==> config.mk <==
export PLATFORM = sky130hd
export DESIGN_NAME = hazard_stall_unit
export DESIGN_NICKNAME = d
export VERILOG_FILES = /design/src/rtl/hazard_stall_unit.sv
export SDC_FILE = /design/constraint.sdc
export NUM_CORES = 1
export LEC_CHECK = 0
export BUFFER_PORTS_ARGS = -buffer_cell sky130_fd_sc_hd__buf_2
export CORE_MARGIN = 1
export CORE_UTILIZATION = 35
export CTS_BUF_LIST = sky130_fd_sc_hd__clkbuf_8
export DETAILED_ROUTE_END_ITERATION = 8
export SKIP_LAST_GASP = 1
export SYNTH_ARGS = -nofsm -noshare
export SYNTH_HDL_FRONTEND = slang
export SYNTH_SLANG_ARGS = --single-unit
export TNS_END_PERCENT = 1
==> constraint.sdc <==
create_clock -name clk -period 1.98 [get_ports clk]
set_clock_uncertainty 0.1 [all_clocks]
set_input_delay 0.099 -clock clk [delete_from_list [all_inputs] [get_ports clk]]
set_output_delay 0.099 -clock clk [all_outputs]
set_load 0.05 [all_outputs]
==> src/rtl/hazard_stall_unit.sv <==
// rtl/hazard_stall_unit.sv - load-use / branch-flush / memory-wait stall and flush control
// Optional HAZARD_PERF_EN adds saturating 16-bit stall and flush performance counters.
module hazard_stall_unit #(
   parameter int FLUSH_CYCLES = 1,
   parameter int MEM_TIMEOUT  = 255
) (
   input  logic       clk,
   input  logic       rst_n,
   input  logic [3:0] ifid_Rs,
   input  logic [3:0] ifid_Rt,
   input  logic       ifid_RsUsed,
   input  logic       ifid_RtUsed,
   input  logic [3:0] idex_WR,
   input  logic       idex_MemRead,
   input  logic       branch_taken,
   input  logic       mem_req,
   input  logic       mem_ready,
   output logic       pc_write,
   output logic       ifid_write,
   output logic       ifid_flush,
   output logic       idex_write,
   output logic       idex_bubble,
   output logic       exmem_write,
   output logic       memwb_bubble,
   output logic       mem_timeout
`ifdef HAZARD_PERF_EN
   ,
   output logic [15:0] lu_stall_cnt,
   output logic [15:0] mem_stall_cnt,
   output logic [15:0] flush_cnt
`endif
);

   typedef enum logic [1:0] {RUN, MEM_WAIT, FLUSH} stateT;

   localparam logic [2:0] FLUSH_LOAD = 3'(FLUSH_CYCLES - 1);
   localparam bit         MULTI_FLUSH = (FLUSH_CYCLES > 1);

   stateT      state, nextState;
   logic [2:0] flushCnt, flushCntNext;
   logic [7:0] waitCnt, waitCntNext;
   logic       memStall, loadUse;

   assign memStall = mem_req & ~mem_ready;
   assign loadUse  = idex_MemRead & (idex_WR != 4'd0) &
                     ((ifid_RsUsed & (ifid_Rs == idex_WR)) | (ifid_RtUsed & (ifid_Rt == idex_WR)));

   // Counts consecutive stalled cycles; clears as soon as the stall releases.
   assign waitCntNext = memStall ? ((waitCnt == 8'hFF) ? 8'hFF : waitCnt + 8'd1) : 8'd0;

   always_ff @(posedge clk or negedge rst_n) begin
      if (!rst_n) begin
         state       <= RUN;
         flushCnt    <= 3'd0;
         waitCnt     <= 8'd0;
         mem_timeout <= 1'b0;
      end else begin
         state    <= nextState;
         flushCnt <= flushCntNext;
         waitCnt  <= waitCntNext;
         if ((MEM_TIMEOUT != 0) && memStall && (int'(waitCntNext) == MEM_TIMEOUT))
            mem_timeout <= 1'b1;
      end
   end

   always_comb begin
      nextState    = state;
      flushCntNext = flushCnt;
      case (state)
         FLUSH: begin
            // A stall inside the flush window holds the count and keeps FLUSH.
            if (!memStall) begin
               flushCntNext = flushCnt - 3'd1;
               if (flushCnt <= 3'd1)
                  nextState = RUN;
            end
         end
         default: begin
            if (memStall)
               nextState = MEM_WAIT;
            else if (!loadUse && branch_taken && MULTI_FLUSH) begin
               nextState    = FLUSH;
               flushCntNext = FLUSH_LOAD;
            end else
               nextState = RUN;
         end
      endcase
   end

   always_comb begin
      pc_write     = 1'b1;
      ifid_write   = 1'b1;
      ifid_flush   = 1'b0;
      idex_write   = 1'b1;
      idex_bubble  = 1'b0;
      exmem_write  = 1'b1;
      memwb_bubble = 1'b0;
      if (!rst_n) begin
         pc_write     = 1'b0;
         ifid_write   = 1'b0;
         idex_write   = 1'b0;
         exmem_write  = 1'b0;
         ifid_flush   = 1'b1;
         idex_bubble  = 1'b1;
         memwb_bubble = 1'b1;
      end else if (memStall) begin
         pc_write     = 1'b0;
         ifid_write   = 1'b0;
         idex_write   = 1'b0;
         exmem_write  = 1'b0;
         memwb_bubble = 1'b1;
      end else if (state == FLUSH) begin
         ifid_flush = 1'b1;
      end else if (loadUse) begin
         pc_write    = 1'b0;
         ifid_write  = 1'b0;
         idex_bubble = 1'b1;
      end else if (branch_taken) begin
         ifid_flush = 1'b1;
      end
   end

`ifdef HAZARD_PERF_EN
   always_ff @(posedge clk or negedge rst_n) begin
      if (!rst_n) begin
         lu_stall_cnt  <= 16'd0;
         mem_stall_cnt <= 16'd0;
         flush_cnt     <= 16'd0;
      end else begin
         // Outside reset, idex_bubble is only ever raised by a load-use hazard.
         if (idex_bubble && lu_stall_cnt != 16'hFFFF)
            lu_stall_cnt <= lu_stall_cnt + 16'd1;
         if (memStall && mem_stall_cnt != 16'hFFFF)
            mem_stall_cnt <= mem_stall_cnt + 16'd1;
         if (ifid_flush && flush_cnt != 16'hFFFF)
            flush_cnt <= flush_cnt + 16'd1;
      end
   end
`endif

endmodule

## After elaboration in Yosys (flattened, before gate mapping)

Cells that the tools add are included.

- Bits in registers: 14
- Bits in latches: 0
- Bits in writable memories: 0
- Memory bits (read-only): 0
- Input port bits: 20
- Output and inout port bits: 8
- Logic and storage cells: 49
- Memories: 0

- $add $sub $neg: 2
- $mul: 0
- Div/mod/pow operators: 0
- $lt $le $gt $ge: 1
- Equality and inequality tests: 7
- Shifts and indexed selects: 0
- Multiplexer cells: 23
- Bitwise operators: 8
- Reduce and logical (&&, ||, !) cells: 4

Operators by type and width:

| kind | count |
|---|---|
| 2-to-1 mux 1 bit | 18 |
| 2-to-1 mux 8 bit | 2 |
| adder 8 x 1 -> 8 bit (second input constant) | 1 |
| equality test 4 bit | 2 |
| equality test 8 x 1 -> 1 bit (second input constant) | 1 |
| equality test 8 bit (second input constant) | 1 |
| 2-to-1 mux 2 bit | 3 |
| bitwise AND 1 bit | 5 |
| inequality test 2 bit (second input constant) | 2 |
| AND reduction 2 bit | 2 |
| nonzero test 4 bit | 1 |
| less-or-equal comparator 3 x 1 -> 1 bit (second input constant) | 1 |
| subtractor 3 x 1 -> 3 bit (second input constant) | 1 |
| equality test 2 bit (second input constant) | 1 |
| NOT 1 bit | 2 |
| logical AND 1 bit | 1 |
| OR 1 bit | 1 |

## Depth between registers and ports, before layout

Gate-level depths: netlist of run 1.

- Depth after elaboration: 8
- Gate-level depth with buffers: 6

## Worst setup path before layout of run 1

OpenSTA, ideal clock, no wires.

- Path kind: input port to output port
- From: input port mem_ready
- To: output port pc_write
- Arrival time: 1.951 ns
- Data required time: 1.781 ns
- Slack: -0.170 ns
- Stages on the path: 6
- Path buffers: 2
- Cell sequence: nand2b_1 buf_6 inv_1 nor2_1 and2_1 buf_4

- Cells in the longest elaborated chain, start to end: 4

RTL lines:

| what | line | RTL |
|---|---|---|
| start: declaration | 17 | `input logic mem_ready,` |
| NOT 1 bit | 44 | `assign memStall = mem_req & ~mem_ready;` |
| bitwise AND 1 bit | 44 |  |
| 2-to-1 mux 1 bit (2 in a row) | - |  |
| end: declaration | 18 | `output logic pc_write,` |

No other way between the ends.

## Worst setup path after layout of run 1

- From: register waitCnt[0]
- To: register mem_timeout

- Cells in the longest elaborated chain, start to end: 5
- Elaborated cells between the ends (all ways): 6
- Those cells by class: add/sub (1); eq/ne (2); mux (2); reduce/logical (1)

RTL lines:

| what | line | RTL |
|---|---|---|
| start: declaration | 41 | `logic [7:0] waitCnt, waitCntNext;` |
| start signal: assignment | 60 | `waitCnt <= waitCntNext;` |
| adder 8 x 1 -> 8 bit / equality test 8 bit (equally long branches) | 49 | `assign waitCntNext = memStall ? ((waitCnt == 8'hFF) ? 8'hFF : waitCnt + 8'd1) : 8'd0;` |
| 2-to-1 mux 8 bit * (2 in a row) | 49 |  |
| via waitCntNext[6] | 41 |  |
| equality test 8 x 1 -> 1 bit * | 61 | `if ((MEM_TIMEOUT != 0) && memStall && (int'(waitCntNext) == MEM_TIMEOUT))` |
| logical AND 1 bit * | 61 |  |
| end signal: assignment | 56 | `mem_timeout <= 1'b0;` |
| end signal: assignment | 62 | `mem_timeout <= 1'b1;` |
| end: declaration | 25 | `output logic mem_timeout` |

Mark *: on every way through the listed nets, which the timed path passes. The rest lies on a longest branch.
A chain may end at the register's enable or synchronous reset.

==> results of run 1 <==
-- synth_stat cells --
cell and n:
buf_4 2, or2_2 2, a41o_1 1, a31o_2 1
a31oi_1 2, xnor2_1 3, nand4_1 2, and4_1 1
buf_2 1, and3_2 1, o21ai_0 2, o41ai_1 1
xor2_1 7, nand4b_1 1, nor3_2 1, inv_1 5
nand2b_1 1, a211oi_1 1, buf_6 1, a21o_1 1
o32ai_1 1, nand2_1 3, nor3_1 3, a21oi_1 5
nor2_1 3, clkbuf_2 1, dfrtp_1 9, nand3_1 4
and2_1 1, ha_1 1, a21boi_0 1
-- logic make-up (layout without fill, tap and decap cells) --
family / count (synthesis) / after routing / share of synthesized area
fa+ha+maj: 1 / 1 / 0.0203
buf+inv: 10 / 38 / 0.0892
xor+xnor: 10 / 10 / 0.142
compound gates: 16 / 16 / 0.172
simple gates: 23 / 23 / 0.211
flops: 9 / 9 / 0.365
-- final timing paths --
check,cells after the start,end,startpoint,slack [ps]
max,6,mem_timeout,waitCnt[0],230
min,2,waitCnt[5],rst_n,150
max reg2reg,6,mem_timeout,waitCnt[0],230
min reg2reg,1,mem_timeout,mem_timeout,400
max in group asynchronous,2,waitCnt[1],rst_n,1430
min in group clk,4,waitCnt[3],mem_req,200
-- power groups by stage --
stage                     Sequential, mW  Combinational (mW)  Clock (mW)
after floorplan                    0.191              0.0700           0
after global placement             0.191               0.104           0
after detailed placement           0.191               0.105           0
after CTS                          0.188               0.107       0.213
after global routing               0.189               0.114       0.218
final                              0.188               0.105       0.209
-- cells in the final DEF (no fill, tap or decap), types with 2 or more instances in the layout --
master / count
xor2_1: 7
clkbuf_8: 3
o21ai_0: 2
nor2_1: 2
nor3_1: 3
nand4_1: 2
nand2_1: 3
inv_1: 6
a31oi_1: 2
dfrtp_1: 9
buf_2: 27
or2_2: 2
xnor2_1: 3
nand3_1: 4
a21oi_1: 5
-- sequential cells by signal (all words and copies together), names as in the netlist --
| signal | flops |
|---|---|
| waitCnt | 8 |
| mem_timeout | 1 |
-- per-layer routing --
layer  track usage  wire length [um]  up-vias
li1              -                 -      299
met1         0.192               570      283
met2         0.272               666       22
met3        0.0500                80        4
met4         0.127                37        0
met5             0                 0        -
-- cell type report --
type,count,area (um2)
Sequential cell,9,225
Inverter,5,18.8
Clock buffer,3,41.3
Clock inverter,1,3.75
Multi-Input combinational cell,50,339
Tap cell,16,20.0
Timing Repair Buffer,29,153
Fill cell,162,776
-- critical path, cell delays in order (launching register included) --
cell and delay [ps]:
dfrtp_1 410, ha_1 270, and3_2 210, a31oi_1 200, nor3_2 70, a21boi_0 120
a41o_1 250
-- stage by stage --
stage                     std cells   util  worst slack, ps
final                           113  0.508              228
after global routing            113  0.508             65.5
after CTS                       113  0.508              214
after detailed placement        108  0.473              221
after global placement          108  0.473              282
after floorplan                  69      -             5.10
==> impl_metrics.ini, run 1 <==
[status]
status = finished clean

[timing]
finalCritPeriodShare = 0.885
setup_tns_ps = 0
max_slew_margin = 0.772
worstMarginPinSlew_ps = 341
slew_violations = 0
finalSetupViolations = 0
max_freq_mhz = 571
rsz0062_at_grt = no
timing.hold.ws_ps = 152
fin_crit_ps = 1750
hold_viol = 0

[finish]
diodes = 0
final_layout_size_suffix_gt1_frac = 0.381
final_net_count = 119
stdcell_area_um2 = 801
area_delta_synth_final_pct = 29.8

[power]
ir_worst_vdd_mv = 0.490
switching_power_uw = 143
total_power_uw = 503
comb_power_share = 0.209
p_per_area_mw_per_mm2 = 628
pwr-share-clk = 0.416
p_int_uw = 359
p_seq_frac = 0.375
p_leak_nw = 0.384
switching_share = 0.285

[floorplanning]
die_y_um = 44.0
rows = 14
io-pin-count = 28
coreArea_mm2 = 0.00158
dieWidth_um = 44.0
start_util = 0.391
die_area_mm2 = 0.00193

[place]
place_area_um2 = 746
portBuffers = 27
detailed_place_hpwl_um = 1070
routabilityCongestion = 0.780

[critical_path]
cp-start-kind = flip-flop
worstPathArrival_ps = 1770
endpoint_kind = flip-flop
criticalPathCategory = flip-flop to flip-flop
crit_required_ps = 2000
crit_fanout = 5

[route]
wire_per_inst_um = 12.0
drt-initial-drc-count = 10
route.detailed.drc = 0
ant_nets = 0
firstDrtPassIters = 4
wirelength_um = 1350
vias = 608
vias_per_cell = 5.38

[yosys]
ys_seq_area_frac = 0.365
syn-cell-area_um2 = 617
yosys.area.top_type = dfrtp_1
yosys_warnings = 0
synth_area_leaders = dfrtp_1 (37%), xor2_1 (9.9%), xnor2_1 (4.3%)
ys_seq_elements = 9
avgSynthCellArea_um2 = 8.94
yosysTopAreaCellShare = 0.365
netlist_instances = 69
synth.distinct_cells = 31
syn_nets = 90

[clock_tree]
root_buffer = clkbuf_8
clk_pin_slew_ps = 50
cts-hold-fix-buffers = 1
cts_tree = built
cts.sink_count = 9
clock_path_buffers = 2
cts_resized = 0
cts-htree-levels = 1
clkLatencyLatePin_ps = 230
cts_setup_buffers = 0
cts_buffers = 3

[global_route]
antenna_found_initial = 0
overflow = 0
grt_pass1_vias = 534
grt_max_degree = 12
track_usage = 0.171
grt_pass1_wl_um = 2250

[min_path]
min_path_type = input pin to asynchronous set/reset pin

[run]
cap_violations = 0
(Power assumes the default switching activity.)
==> inputs of run 2 (changes only) <==
--- a/config.mk
+++ b/config.mk
@@ -7,9 +7,10 @@
 export LEC_CHECK = 0
 export BUFFER_PORTS_ARGS = -buffer_cell sky130_fd_sc_hd__buf_2
 export CORE_MARGIN = 1
-export CORE_UTILIZATION = 35
+export CORE_UTILIZATION = 45
 export CTS_BUF_LIST = sky130_fd_sc_hd__clkbuf_8
 export DETAILED_ROUTE_END_ITERATION = 8
+export PLACE_DENSITY = 0.77
 export SKIP_LAST_GASP = 1
 export SYNTH_ARGS = -nofsm -noshare
 export SYNTH_HDL_FRONTEND = slang
==> constraint.sdc (replaced) <==
create_clock -name clk -period 1.98 [get_ports clk]
set_clock_uncertainty 0.1 [all_clocks]
set_input_delay 0.198 -clock clk [delete_from_list [all_inputs] [get_ports clk]]
set_output_delay 0.198 -clock clk [all_outputs]
set_load 0.05 [all_outputs]
==> run 2 against run 1 <==
Compared with the run above:
- utilization rose by 17 points
- largest power group unchanged
- die area decreased by 21%
- final cell count fell by 1.8%
- non-clock buffer count did not move
- critical endpoint is now pc_write
- global-route usage up 5.3 points
- sequential power about the same
==> impl_metrics.ini, run 2 (synthesis gave the netlist of run 1 again) <==
[status]
status = finished clean

[power]
pwr-share-clk = 0.412
total_power_uw = 503
ir_worst_vdd_mv = 0.457
p_leak_nw = 0.385
p_per_area_mw_per_mm2 = 626
p_int_uw = 361
switching_power_uw = 142
p_seq_frac = 0.376
switching_share = 0.283
comb_power_share = 0.213

[global_route]
antenna_found_initial = 0
grt_pass1_vias = 507
track_usage = 0.223
grt_pass1_wl_um = 2180
overflow = 0
grt_max_degree = 12

[floorplanning]
die_area_mm2 = 0.00152
dieWidth_um = 39.0
start_util = 0.520
die_y_um = 39.0
rows = 12
io-pin-count = 28
coreArea_mm2 = 0.00119

[finish]
final_cell_count_no_fill = 111
diodes = 0
final_net_count = 119
mostFrequentLayoutCell = buf_2
largest_registers = waitCnt (8), mem_timeout (1)
area_delta_synth_final_pct = 30.2
seq_area_um2 = 225
final_layout_size_suffix_gt1_frac = 0.381
multi_input_area_um2 = 339
mostFrequentLayoutCells = buf_2 (25), dfrtp_1 (9), xor2_1 (7)
largest_register_ffs = 8
fill_cells = 99
largest_register = waitCnt

[place]
detailed_place_hpwl_um = 1060
portBuffers = 27
pre_cts_slack_ps = 233
routabilityCongestion = 0.869
placed_cells = 106

[clock_tree]
clock_path_buffers = 2
root_buffer = clkbuf_8
cts-htree-levels = 1
cts_buffers = 3
cts.sink_count = 9
cts_setup_buffers = 0
clkLatencyLatePin_ps = 240
cts_tree = built
clk_pin_slew_ps = 50

[route]
wire_per_inst_um = 12.2
firstDrtPassIters = 4
vias_per_cell = 5.40
wirelength_um = 1350
vias = 599
drt-initial-drc-count = 21
ant_nets = 0
route.detailed.drc = 0

[timing]
fin_crit_ps = 1890
hold_viol = 0
max_slew_margin = 0.805
worstMarginPinSlew_ps = 289
setup_ws_ps = 88.7
finalCritPeriodShare = 0.955
finalSetupViolations = 0
max_freq_mhz = 529
rsz0062_at_grt = yes
slew_violations = 0

[critical_path]
crit_path_max_incr_delay_ps = 520
criticalPathCategory = input pin to primary output
worstPathArrival_ps = 1590
crit_chain = dlygate4sd3_1 > clkbuf_4 > inv_1 > nor2_2 > and2_1 > buf_2
cp-start-kind = input pin
critical-path-slowest-cell = dlygate4sd3_1
crit_fanout = 11
crit_required_ps = 1680
endpoint_kind = primary output

[run]
cap_violations = 0

[min_path]
min_path_type = input pin to asynchronous set/reset pin
run 2: changes by cell type in the layout (fill, tap and decap cells not counted):
cell / delta
o21ai_1: +1
buf_2: -2
o21ai_0: -1
clkbuf_4: +2
run 2: layout make-up:
type                       count  area share
clock inverter                 1     0.00467
tap                           14      0.0218
multi-input combinational     50       0.422
clock buffer                   3      0.0514
sequential                     9       0.280
timing repair buffer          29       0.196
inverter                       5      0.0234
run 2: path summary, 6_finish.rpt:
kind / start / to / slack, ps / cells past startpoint
worst max-delay path: rst_n / pc_write / 90 / 6
max in group asynchronous: rst_n / waitCnt[5] / 1380 / 2
worst min-delay path: rst_n / mem_timeout / 250 / 2
worst max register to register: waitCnt[0] / mem_timeout / 250 / 6
worst min register to register: mem_timeout / mem_timeout / 390 / 1
min in group clk: mem_req / waitCnt[4] / 270 / 3
run 2: critical path: cells and delay by family:
kind	cells	cell delay (ps)
buffers and inverters	4	1080
AND/OR/NAND/NOR	2	310
run 2: routing by layer:
metal / global-route usage / part of all wire
met5: 0 / 0
met3: 0.0867 / 0.078
met1: 0.271 / 0.46
met2: 0.329 / 0.44
met4: 0.129 / 0.021
run 2: stage by stage:
step / TNS, ps / util / area, um2 / hold WS, ps
6_report: 0 / 0.677 / 803 / 249
5_1_grt: -6.67 / 0.677 / 803 / 269
4_1_cts: 0 / 0.673 / 798 / 254
3_5_place_dp: 0 / 0.627 / 743 / -31.1
3_3_place_gp: 0 / 0.627 / 743 / -32.4
2_1_floorplan: -88.8 / - / 619 / -198
run 2: power by group through the flow:
stage	clock network [mW]	registers, mW	logic (mW)
after global placement	0	0.191	0.103
after CTS	0.210	0.189	0.106
final	0.207	0.189	0.107
after global routing	0.223	0.189	0.114
after floorplan	0	0.191	0.0701
after detailed placement	0	0.191	0.105
run 2: timing repair:
action,CTS,global route
endpoints found under the hold margin,9,0
resized for setup,0,2
setup endpoints to repair,0,2
hold buffers,1,0
